File: src/rtl/regfile_bist_ctrl_if.sv
// Write/dual-read bus between the BIST controller (master) and the register file (slave).
// The W port writes, and the R and S ports are two independent combinational read ports.
interface regfile_bist_ctrl_if #(
  parameter int DATA_WIDTH = 16,
  parameter int ADDR_WIDTH = 3
);
  logic                  we;
  logic [ADDR_WIDTH-1:0] W_Adr;
  logic [DATA_WIDTH-1:0] W;
  logic [ADDR_WIDTH-1:0] R_Adr;
  logic [ADDR_WIDTH-1:0] S_Adr;
  logic [DATA_WIDTH-1:0] R;
  logic [DATA_WIDTH-1:0] S;

  modport master (
    output we, W_Adr, W, R_Adr, S_Adr,
    input  R, S
  );

  modport slave (
    input  we, W_Adr, W, R_Adr, S_Adr,
    output R, S
  );
endinterface

File: src/rtl/regfile_bist_ctrl.sv
// Register-file BIST: writes a seeded pattern to every entry, then reads it back two words
// per cycle and reports the pass flag, the mismatch count and the first failing address.
module regfile_bist_ctrl #(
  parameter int DATA_WIDTH = 16,
  parameter int ADDR_WIDTH = 3
) (
  input  logic                  clk,
  input  logic                  reset,
  input  logic                  start,
  input  logic [DATA_WIDTH-1:0] seed,
  regfile_bist_ctrl_if.master   rf,
  output logic                  busy,
  output logic                  done,
  output logic                  pass,
  output logic [ADDR_WIDTH:0]   err_count,
  output logic [ADDR_WIDTH-1:0] first_err_adr
);

  localparam int NUM_REGS = 2 ** ADDR_WIDTH;
  localparam int CW       = ADDR_WIDTH + 1;
  localparam logic [ADDR_WIDTH-1:0] LAST_W = ADDR_WIDTH'(NUM_REGS - 1);
  localparam logic [ADDR_WIDTH-1:0] HALF   = ADDR_WIDTH'(NUM_REGS / 2);
  localparam logic [ADDR_WIDTH-1:0] LAST_R = ADDR_WIDTH'(NUM_REGS / 2 - 1);

  typedef enum logic [1:0] {IDLE, WRITE, READ, DONE} state_t;

  state_t                r_state;
  logic [ADDR_WIDTH-1:0] r_cnt;
  logic [DATA_WIDTH-1:0] r_seed;
  logic                  r_we;
  logic [ADDR_WIDTH-1:0] r_w_adr;
  logic [DATA_WIDTH-1:0] r_w;
  logic [ADDR_WIDTH-1:0] r_r_adr;
  logic [ADDR_WIDTH-1:0] r_s_adr;
  logic                  r_busy;
  logic                  r_done;
  logic                  r_pass;
  logic [CW-1:0]         r_err_count;
  logic [ADDR_WIDTH-1:0] r_first_err_adr;

  state_t                w_state_next;
  logic [ADDR_WIDTH-1:0] w_cnt_next;
  logic [DATA_WIDTH-1:0] w_seed_next;
  logic                  w_we_next;
  logic [ADDR_WIDTH-1:0] w_w_adr_next;
  logic [DATA_WIDTH-1:0] w_w_next;
  logic [ADDR_WIDTH-1:0] w_r_adr_next;
  logic [ADDR_WIDTH-1:0] w_s_adr_next;
  logic                  w_busy_next;
  logic                  w_done_next;
  logic                  w_pass_next;
  logic [CW-1:0]         w_err_next;
  logic [ADDR_WIDTH-1:0] w_first_next;

  logic [ADDR_WIDTH-1:0] w_cnt_inc;
  logic [ADDR_WIDTH-1:0] w_rd_adr  [2];
  logic [DATA_WIDTH-1:0] w_rd_data [2];
  logic [1:0]            w_mis;
  logic [CW-1:0]         w_err_sum;

  // P(a) = seed XOR NOT(zero-extended a)
  function automatic logic [DATA_WIDTH-1:0] pattern(input logic [DATA_WIDTH-1:0] s,
                                                    input logic [ADDR_WIDTH-1:0] a);
    logic [DATA_WIDTH-1:0] ext;
    ext = '0;
    ext[ADDR_WIDTH-1:0] = a;
    return s ^ ~ext;
  endfunction

  assign w_cnt_inc    = r_cnt + ADDR_WIDTH'(1);
  assign w_rd_adr[0]  = r_cnt;
  assign w_rd_adr[1]  = r_cnt + HALF;
  assign w_rd_data[0] = rf.R;
  assign w_rd_data[1] = rf.S;

  // Port 0 is R (lower half), port 1 is S (upper half); both are checked every read cycle.
  generate
    for (genvar gi = 0; gi < 2; gi++) begin : g_cmp
      assign w_mis[gi] = (w_rd_data[gi] != pattern(r_seed, w_rd_adr[gi]));
    end
  endgenerate

  assign w_err_sum = r_err_count + CW'(w_mis[0]) + CW'(w_mis[1]);

  always_ff @(posedge clk or posedge reset) begin
    if (reset) begin
      r_state         <= IDLE;
      r_cnt           <= '0;
      r_seed          <= '0;
      r_we            <= 1'b0;
      r_w_adr         <= '0;
      r_w             <= '0;
      r_r_adr         <= '0;
      r_s_adr         <= '0;
      r_busy          <= 1'b0;
      r_done          <= 1'b0;
      r_pass          <= 1'b0;
      r_err_count     <= '0;
      r_first_err_adr <= '0;
    end else begin
      r_state         <= w_state_next;
      r_cnt           <= w_cnt_next;
      r_seed          <= w_seed_next;
      r_we            <= w_we_next;
      r_w_adr         <= w_w_adr_next;
      r_w             <= w_w_next;
      r_r_adr         <= w_r_adr_next;
      r_s_adr         <= w_s_adr_next;
      r_busy          <= w_busy_next;
      r_done          <= w_done_next;
      r_pass          <= w_pass_next;
      r_err_count     <= w_err_next;
      r_first_err_adr <= w_first_next;
    end
  end

  // Every output register is loaded with the value it must show in the next state's cycle.
  always_comb begin
    w_state_next = r_state;
    w_cnt_next   = r_cnt;
    w_seed_next  = r_seed;
    w_we_next    = 1'b0;
    w_w_adr_next = '0;
    w_w_next     = '0;
    w_r_adr_next = '0;
    w_s_adr_next = '0;
    w_busy_next  = 1'b0;
    w_done_next  = 1'b0;
    w_pass_next  = r_pass;
    w_err_next   = r_err_count;
    w_first_next = r_first_err_adr;

    unique case (r_state)
      IDLE: begin
        if (start) begin
          w_state_next = WRITE;
          w_cnt_next   = '0;
          w_seed_next  = seed;
          w_pass_next  = 1'b0;
          w_err_next   = '0;
          w_first_next = '0;
          w_busy_next  = 1'b1;
          w_we_next    = 1'b1;
          w_w_next     = pattern(seed, '0);
        end
      end
      WRITE: begin
        w_busy_next = 1'b1;
        if (r_cnt == LAST_W) begin
          w_state_next = READ;
          w_cnt_next   = '0;
          w_s_adr_next = HALF;
        end else begin
          w_cnt_next   = w_cnt_inc;
          w_we_next    = 1'b1;
          w_w_adr_next = w_cnt_inc;
          w_w_next     = pattern(r_seed, w_cnt_inc);
        end
      end
      READ: begin
        w_err_next = w_err_sum;
        // A zero count before this cycle means no earlier mismatch; R wins a same-cycle tie.
        if ((r_err_count == '0) && (w_mis != 2'b00)) begin
          w_first_next = w_mis[0] ? w_rd_adr[0] : w_rd_adr[1];
        end
        if (r_cnt == LAST_R) begin
          w_state_next = DONE;
          w_cnt_next   = '0;
          w_done_next  = 1'b1;
          w_pass_next  = (w_err_sum == '0);
        end else begin
          w_cnt_next   = w_cnt_inc;
          w_busy_next  = 1'b1;
          w_r_adr_next = w_cnt_inc;
          w_s_adr_next = w_cnt_inc + HALF;
        end
      end
      DONE: begin
        w_state_next = IDLE;
      end
      default: begin
        w_state_next = IDLE;
      end
    endcase
  end

  assign rf.we         = r_we;
  assign rf.W_Adr      = r_w_adr;
  assign rf.W          = r_w;
  assign rf.R_Adr      = r_r_adr;
  assign rf.S_Adr      = r_s_adr;
  assign busy          = r_busy;
  assign done          = r_done;
  assign pass          = r_pass;
  assign err_count     = r_err_count;
  assign first_err_adr = r_first_err_adr;

endmodule

File: src/flat_wrapper.sv
// flat-port wrapper written by rule: the top's interface ports become plain ports
module regfile_bist_ctrl_flat 
#(
  parameter int DATA_WIDTH = 16,
  parameter int ADDR_WIDTH = 3
)
  (clk, reset, start, seed, busy, done, pass, err_count, first_err_adr, rf_we, rf_W_Adr, rf_W, rf_R_Adr, rf_S_Adr, rf_R, rf_S);
  regfile_bist_ctrl_if #(.DATA_WIDTH(DATA_WIDTH), .ADDR_WIDTH(ADDR_WIDTH)) rf_i ();
  input  logic clk;
  input  logic reset;
  input  logic start;
  input  logic [DATA_WIDTH-1:0] seed;
  output logic busy;
  output logic done;
  output logic pass;
  output logic [ADDR_WIDTH:0] err_count;
  output logic [ADDR_WIDTH-1:0] first_err_adr;
  output wire logic [$bits(rf_i.we)-1:0] rf_we;
  output wire logic [$bits(rf_i.W_Adr)-1:0] rf_W_Adr;
  output wire logic [$bits(rf_i.W)-1:0] rf_W;
  output wire logic [$bits(rf_i.R_Adr)-1:0] rf_R_Adr;
  output wire logic [$bits(rf_i.S_Adr)-1:0] rf_S_Adr;
  input wire logic [$bits(rf_i.R)-1:0] rf_R;
  input wire logic [$bits(rf_i.S)-1:0] rf_S;
  assign rf_we = rf_i.we;
  assign rf_W_Adr = rf_i.W_Adr;
  assign rf_W = rf_i.W;
  assign rf_R_Adr = rf_i.R_Adr;
  assign rf_S_Adr = rf_i.S_Adr;
  assign rf_i.R = rf_R;
  assign rf_i.S = rf_S;
  regfile_bist_ctrl #(.DATA_WIDTH(DATA_WIDTH), .ADDR_WIDTH(ADDR_WIDTH)) u_core (.clk(clk), .reset(reset), .start(start), .seed(seed), .rf(rf_i), .busy(busy), .done(done), .pass(pass), .err_count(err_count), .first_err_adr(first_err_adr));
endmodule
File: config.mk
export PLATFORM = sky130hd
export DESIGN_NAME = regfile_bist_ctrl_flat
export DESIGN_NICKNAME = d
export VERILOG_FILES = /design/src/rtl/regfile_bist_ctrl_if.sv /design/src/rtl/regfile_bist_ctrl.sv /design/src/flat_wrapper.sv
export SDC_FILE = /design/constraint.sdc
export NUM_CORES = 1
export LEC_CHECK = 0
export ABC_AREA = 1
export BUFFER_PORTS_ARGS = -buffer_cell sky130_fd_sc_hd__clkbuf_2
export CAP_MARGIN = 0
export CORE_AREA = 5 5 88 90
export CTS_CLUSTER_SIZE = 10
export DETAILED_ROUTE_END_ITERATION = 7
export DIE_AREA = 0 0 93 95
export PLACE_DENSITY = 0.78
export RECOVER_POWER = 50
export SYNTH_ARGS = -nofsm -noshare
export SYNTH_HDL_FRONTEND = slang
export SYNTH_SLANG_ARGS = --single-unit
export TNS_END_PERCENT = 30
File: constraint.sdc
create_clock -name clk -period 1.98 [get_ports clk]
set_input_delay 0.396 -clock clk [delete_from_list [all_inputs] [get_ports clk]]
set_output_delay 0.396 -clock clk [all_outputs]
set_load 0.01 [all_outputs]
# After elaboration in Yosys (flattened, before gate mapping)
# Index checks and enable logic that the tools add are counted.
dict set report totals {
  register_bits 57
  in_bits 51
  output_inout_bits 36
  word_cells 80
}
dict set report op_classes {
  addsub 5
  eq_ne 11
  n_mux 31
  bitwise_logic 7
  reduce_logical 13
}
# cell n
set ops {}
lappend ops {{$not A3 Y16} 3}
lappend ops {{$xor A16 B16 Y16} 3}
lappend ops {{$mux W16} 2}
lappend ops {{$ne A16 B16 Y1} 2}
lappend ops {{$pmux W16 S2} 1}
lappend ops {{$mux W3} 9}
lappend ops {{$not A16 Y16} 1}
lappend ops {{$pmux W3 S2} 2}
lappend ops {{$pmux W3 S3} 1}
lappend ops {{$reduce_and A3 Y1} 3}
lappend ops {{$add A4 B1 Y4} 2}
lappend ops {{$logic_not A4 Y1} 2}
lappend ops {{$pmux W2 S4} 1}
lappend ops {{$pmux W4 S2} 1}
lappend ops {{$mux W1} 7}
lappend ops {{$add A3 B3 Y3 const B} 2}
lappend ops {{$mux W2} 3}
lappend ops {{$ne A2 B1 Y1 const B} 3}
lappend ops {{$reduce_and A2 Y1} 3}
lappend ops {{$eq A2 B2 Y1 const B} 2}
lappend ops {{$mux W4} 1}
lappend ops {{$pmux W1 S2} 2}
lappend ops {{$reduce_bool A2 Y1} 2}
lappend ops {{$add A3 B1 Y3 const B} 1}
lappend ops {{8 further kinds} 8}

# Depth between registers and ports, before layout
dict set report depth {
  word_depth 8
  mapped_depth 17
  depth_no_buf 17
}

# Worst setup path before layout
# No wires, ideal clock.
dict set report synth_path {
  kind {flip-flop to flip-flop}
  start {reg u_core.r_cnt[2]}
  end {reg u_core.r_pass, in the netlist u_core.pass}
  setup_time_ns 0.065
  t_arrival_ns 1.889
  t_required_ns 1.915
  path_slack_ns 0.025
  stages_incl_launch_ff 15
  n_path_buf 0
  synth_period_minus_slack_ns 1.955
  cell_sequence {dfrtp_1 -> inv_2 -> nand2_1 -> nand2_1 -> nand2_1 -> nand2_1 -> a21oi_1 -> nand3_1 -> nor2_1 -> fa_1 -> inv_1 -> ha_1 -> nor3_1 -> nand3_1 -> nand2_1}
}
dict set report synth_between {
  elab_chain_cells 8
  elab_cells_between_ends 15
  cone_classes {3 x add/sub; 4 x eq/ne; 2 x mux; 4 x bitwise; 2 x reduce/logical}
}
# item line_no
set synth_rtl {}
lappend synth_rtl {{start: declaration} regfile_bist_ctrl.sv:28} ;# logic [ADDR_WIDTH-1:0] r_cnt;
lappend synth_rtl {{start signal: assignment} regfile_bist_ctrl.sv:102} ;# r_cnt <= w_cnt_next;
lappend synth_rtl {{$not A3 Y16 or $add A3 B3 Y3 (tied branches)} {regfile_bist_ctrl.sv:67, regfile_bist_ctrl.sv:72}}
lappend synth_rtl {{$xor A16 B16 Y16 or $not A3 Y16 (tied branches)} regfile_bist_ctrl.sv:67} ;# return s ^ ~ext;
lappend synth_rtl {{$ne A16 B16 Y1 or $xor A16 B16 Y16 (tied branches)} {regfile_bist_ctrl.sv:79, regfile_bist_ctrl.sv:67}}
lappend synth_rtl {{$add A4 B1 Y4 or $ne A16 B16 Y1 (tied branches)} {regfile_bist_ctrl.sv:83, regfile_bist_ctrl.sv:79}}
lappend synth_rtl {{$add A4 B1 Y4} regfile_bist_ctrl.sv:83} ;# assign w_err_sum = r_err_count + CW'(w_mis[0]) + CW'(w_mis[1]);
lappend synth_rtl {{$logic_not A4 Y1} regfile_bist_ctrl.sv:170} ;# w_pass_next = (w_err_sum == '0);
lappend synth_rtl {{$mux W1} regfile_bist_ctrl.sv:166} ;# if (r_cnt == LAST_R) begin
lappend synth_rtl {{$pmux W1 S2} regfile_bist_ctrl.sv:133} ;# unique case (r_state)
lappend synth_rtl {{end signal: assignment} regfile_bist_ctrl.sv:111} ;# r_pass <= w_pass_next;
lappend synth_rtl {{end: declaration} regfile_bist_ctrl.sv:37} ;# logic r_pass;
# Parallel ways exist; a longest one is shown, timed or not. The select of a mux whose other input is x is not followed.
# A chain may end at the register's enable or synchronous reset.

# Worst setup path in the final report
dict set report layout_path {
  start {reg u_core.r_seed[5]}
  end {reg u_core.r_pass, in the netlist u_core.pass}
}
dict set report layout_between {
  elab_chain_cells 7
  elab_cells_between_ends 9
  cone_classes {2 x add/sub; 2 x eq/ne; 2 x mux; 2 x bitwise; 1 x reduce/logical}
}
# item line_no
set layout_rtl {}
lappend layout_rtl {{start: declaration} regfile_bist_ctrl.sv:29} ;# logic [DATA_WIDTH-1:0] r_seed;
lappend layout_rtl {{start signal: assignment} regfile_bist_ctrl.sv:103} ;# r_seed <= w_seed_next;
lappend layout_rtl {{$xor A16 B16 Y16} regfile_bist_ctrl.sv:67}
lappend layout_rtl {{$ne A16 B16 Y1} regfile_bist_ctrl.sv:79} ;# assign w_mis[gi] = (w_rd_data[gi] != pattern(r_seed, w_rd_adr[gi]));
lappend layout_rtl {{$add A4 B1 Y4} regfile_bist_ctrl.sv:83}
lappend layout_rtl {{$add A4 B1 Y4 *} regfile_bist_ctrl.sv:83}
lappend layout_rtl {{$logic_not A4 Y1 *} regfile_bist_ctrl.sv:170}
lappend layout_rtl {{$mux W1 *} regfile_bist_ctrl.sv:166}
lappend layout_rtl {{$pmux W1 S2 *} regfile_bist_ctrl.sv:133}
# Every way passes the cells marked *; elsewhere a longest branch is shown, timed or not. The select of a mux whose other input is x is not followed.

==> flow_metrics.env <==
export IMPL_status="finished, violations left"
export IMPL_violations="setup timing"
export IMPL_slowest_stage="dfrtp_1"
export IMPL_route_detailed_drc=0
export IMPL_crit_chain="xor2_1, nand3_1, nor4_1, nand3_1, nor2_2, fa_1, inv_1, ha_4, xor2_2, nor3_2, nand3_1, nand2_1"
export IMPL_worstMarginPinSlew_ns=0.9224
export IMPL_synthAdderAreaFrac=0.04158
export IMPL_design_area_sq_um=4300
export IMPL_fin_crit_sh=1.115
export IMPL_synthCells=439
export IMPL_crit_type="register to register"
export IMPL_fill_cells=637
export IMPL_antenna_left=0
export IMPL_yosys_area_share_simple=0.3056
export IMPL_htreeDepth=3
export IMPL_numCtsBuffers=9
export IMPL_die_width_microns=93
export IMPL_cts_num_sinks=57
export IMPL_synth_compound_area_share=0.08788
export IMPL_irDropWorstVdd_mv=0.7683
export IMPL_synth_area_leader_cell="dfrtp_1"
export IMPL_cp_max_fo=2
export IMPL_power_uw=6261
export IMPL_cp_depth=12
export IMPL_ys_seq_area_frac=0.4472
export IMPL_setup_ws_ns=-0.2284
export IMPL_reg2regPathDepth=12
export IMPL_synthMuxAreaShare=0
export IMPL_slew_headroom=0.3851
export IMPL_post_dp_cell_area_sq_um=4068
export IMPL_drt_iter0_drc=163
export IMPL_clkTransAtPathRegs_ns=0.06
export IMPL_p_per_area_nw_per_um2=1456
export IMPL_antenna_found_initial=0
export IMPL_ctsHoldBuffers=0
export IMPL_antenna_cells=0
export IMPL_grt_pass1_wl_microns=14680
export IMPL_wire_per_inst_microns=13.14
export IMPL_core_area_sq_um=6982
export IMPL_dp_hpwl_microns=6818
export IMPL_clock_fmax_ghz=0.4528
export IMPL_finalWirelength_microns=8738
export IMPL_drive_above_1_share=0.2882
export IMPL_vias=3207
export IMPL_grt_total_usage=0.2141
export IMPL_first_pass_iters=4
export IMPL_synthTopCellsByArea="dfrtp_1, nand2_1, inv_1"
export IMPL_die_height_microns=95
export IMPL_cpPeakStageDelay_ns=0.39
export IMPL_gp_congestion=0.8727
export IMPL_overflow=0
export IMPL_yosys_warnings=0
export IMPL_yosysTopAreaCellShare=0.4472
export IMPL_syn_nets=500
export IMPL_dieArea_sq_um=8835
export IMPL_rsz0062_at_grt="yes"
export IMPL_hold_violations=0
export IMPL_fin_nets=640
export IMPL_cap_violations=0
export IMPL_worst_setup_path_end_kind="register"
export IMPL_synth_xor_area_share=0.02197
export IMPL_cts_tree="yes"
export IMPL_finClkSkew_ns=0.006763
export IMPL_cp_data_required_time_ns=2.27
export IMPL_period_needed_ns=2.208
export IMPL_port_buffers=86
export IMPL_setup_violations=4
export IMPL_crit_buf_inv=1
export IMPL_worst_ep_arrival_time_ns=2.49
export IMPL_initial_core_util=0.4568
export IMPL_syn_area_sq_um=3189
export IMPL_vias_per_cell=4.823
export IMPL_clock_latency_ns=0.35
export IMPL_p_leak_uw=0.002470
export IMPL_slew_violations=0
export IMPL_cp_top_family="simple AND/OR/NAND/NOR gates"
export IMPL_ios=87
export IMPL_hp_class="input pin to async pin"
export IMPL_cts_root_buf="clkbuf_8"
export IMPL_clk_path_buf_depth=2
export IMPL_worst_setup_path_start_kind="register"
export IMPL_grt_start_max_net_pins=39
export IMPL_syn_area_per_cell_sq_um=7.265
export IMPL_grt_pass1_vias=3283
export IMPL_ys_ff_latch=57
export IMPL_rows=31
export IMPL_syn_to_final_growth_pct=34.84
export IMPL_crit_path_frequent_cell="nand3_1"
export IMPL_synth_cell_types=28
export IMPL_synth_top_family_by_area="simple AND/OR/NAND/NOR gates"
-- cells in the final DEF (no fill, tap or decap), drive strengths merged --
| cell type | instances |
|---|---|
| clkbuf | 100 |
| nor4 | 3 |
| o21ai | 23 |
| xor2 | 5 |
| nand4 | 1 |
| dfrtp | 57 |
| nand3 | 20 |
| buf | 49 |
| nand3b | 1 |
| clkinv | 5 |
| fa | 1 |
| ha | 9 |
| o21bai | 2 |
| o22ai | 18 |
| nor3b | 1 |
| nor3 | 4 |
| nor2 | 52 |
| xnor2 | 3 |
| bufinv | 1 |
| a31oi | 1 |
| inv | 68 |
| a21oi | 4 |
| nand2 | 155 |
-- kinds of logic after synthesis --
family,Yosys count
xor+xnor,8
fa+ha+maj,10
simple gates,237
compound gates,48
buf+inv,79
flops,57
-- metrics by stage --
| stage | std cells | utilization | TNS [ns] | setup slack (ns) | hold slack, ns |
|---|---|---|---|---|---|
| 6_report | 665 | 0.6160 | -0.6372 | -0.2284 | 0.1766 |
| 5_1_grt | 665 | 0.6160 | -1.312 | -0.3924 | 0.2482 |
| 4_1_cts | 664 | 0.6140 | -0.5054 | -0.2249 | 0.05988 |
| 3_5_place_dp | 649 | 0.5826 | -0.7936 | -0.3056 | 0.4334 |
| 3_3_place_gp | 649 | 0.5826 | -0.5748 | -0.2355 | 0.4168 |
| 2_1_floorplan | 439 | - | 0 | 0.02538 | 0.4823 |
-- worst reg2reg max path: stages, from the launching register on --
cell and delay, ns:
dfrtp_1 0.39, xor2_1 0.22, nand3_1 0.10, nor4_1 0.22, nand3_1 0.13, nor2_2 0.16
fa_1 0.20, inv_1 0.08, ha_4 0.17, xor2_2 0.18, nor3_2 0.16, nand3_1 0.09
nand2_1 0.06
-- where the power goes --
group / leakage, uW / internal (uW) / switching [uW]
combinational: 0.00162 / 1330 / 1790
clock: 0.000112 / 709 / 470
sequential: 0.000743 / 1630 / 328
total: 0.00247 / 3670 / 2590
-- layer usage --
layer  vias to the layer above  global-route usage  wire length (microns)
met5                         -                   0                      0
met2                        93              0.3683                   4281
met1                      1457              0.2462                   3680
li1                       1640                   -                      -
met4                         0             0.07937                    144
met3                        17             0.07490                    632
-- Yosys cell counts, drive strengths merged --
cell    instances
nand3          20
nor2           52
buf             2
inv            68
clkinv          4
dfrtp          57
a31oi           1
fa              1
nand4           1
xnor2           3
ha              9
nor3b           1
nor3            4
o21bai          2
a21oi           4
o22ai          18
nand3b          1
xor2            5
clkbuf          5
nor4            3
nand2         155
o21ai          23
-- state kept, by name, indices dropped and copies added (netlist names) --
signal / flops
u_core.rf.W: 16
u_core.r_cnt: 3
u_core.rf.S_Adr: 3
u_core.first_err_adr: 3
u_core.rf.W_Adr: 3
u_core.busy: 1
u_core.rf.R_Adr: 3
u_core.r_seed: 16
u_core.err_count: 4
u_core.r_state: 2
u_core.rf.we: 1
u_core.done: 1
u_core.pass: 1
-- final timing paths --
kind / start / end / slack (ns)
min in group clk: seed[3] / u_core.rf.W[3]$_DFF_PP0_ / 0.25
max in group asynchronous: reset / u_core.r_seed[10]$_DFFE_PP0P_ / 0.43
max reg2reg: u_core.r_seed[5]$_DFFE_PP0P_ / u_core.pass$_DFFE_PP0P_ / -0.23
max: u_core.r_seed[5]$_DFFE_PP0P_ / u_core.pass$_DFFE_PP0P_ / -0.23
min reg2reg: u_core.first_err_adr[1]$_DFFE_PP0P_ / u_core.first_err_adr[1]$_DFFE_PP0P_ / 0.48
min: reset / u_core.rf.W[15]$_DFF_PP0_ / 0.18
-- final cells by class --
cell class | instances | area (sq um) | share of cell area
well taps | 82 | 102.6 | 0.02386
flip-flops and latches | 57 | 1426 | 0.3317
repair buffers | 136 | 784.5 | 0.1824
clock inverters | 2 | 35.03 | 0.008147
multi-input cells | 303 | 1503 | 0.3494
clock buffers | 13 | 178.9 | 0.04161
inverters | 72 | 270.3 | 0.06285
-- repair_timing --
action,CTS,global route
endpoints found under the setup margin,5,5
setup buffers,0,1
resized for setup,2,11
pin swaps,0,7
(Power assumes the default switching activity.)
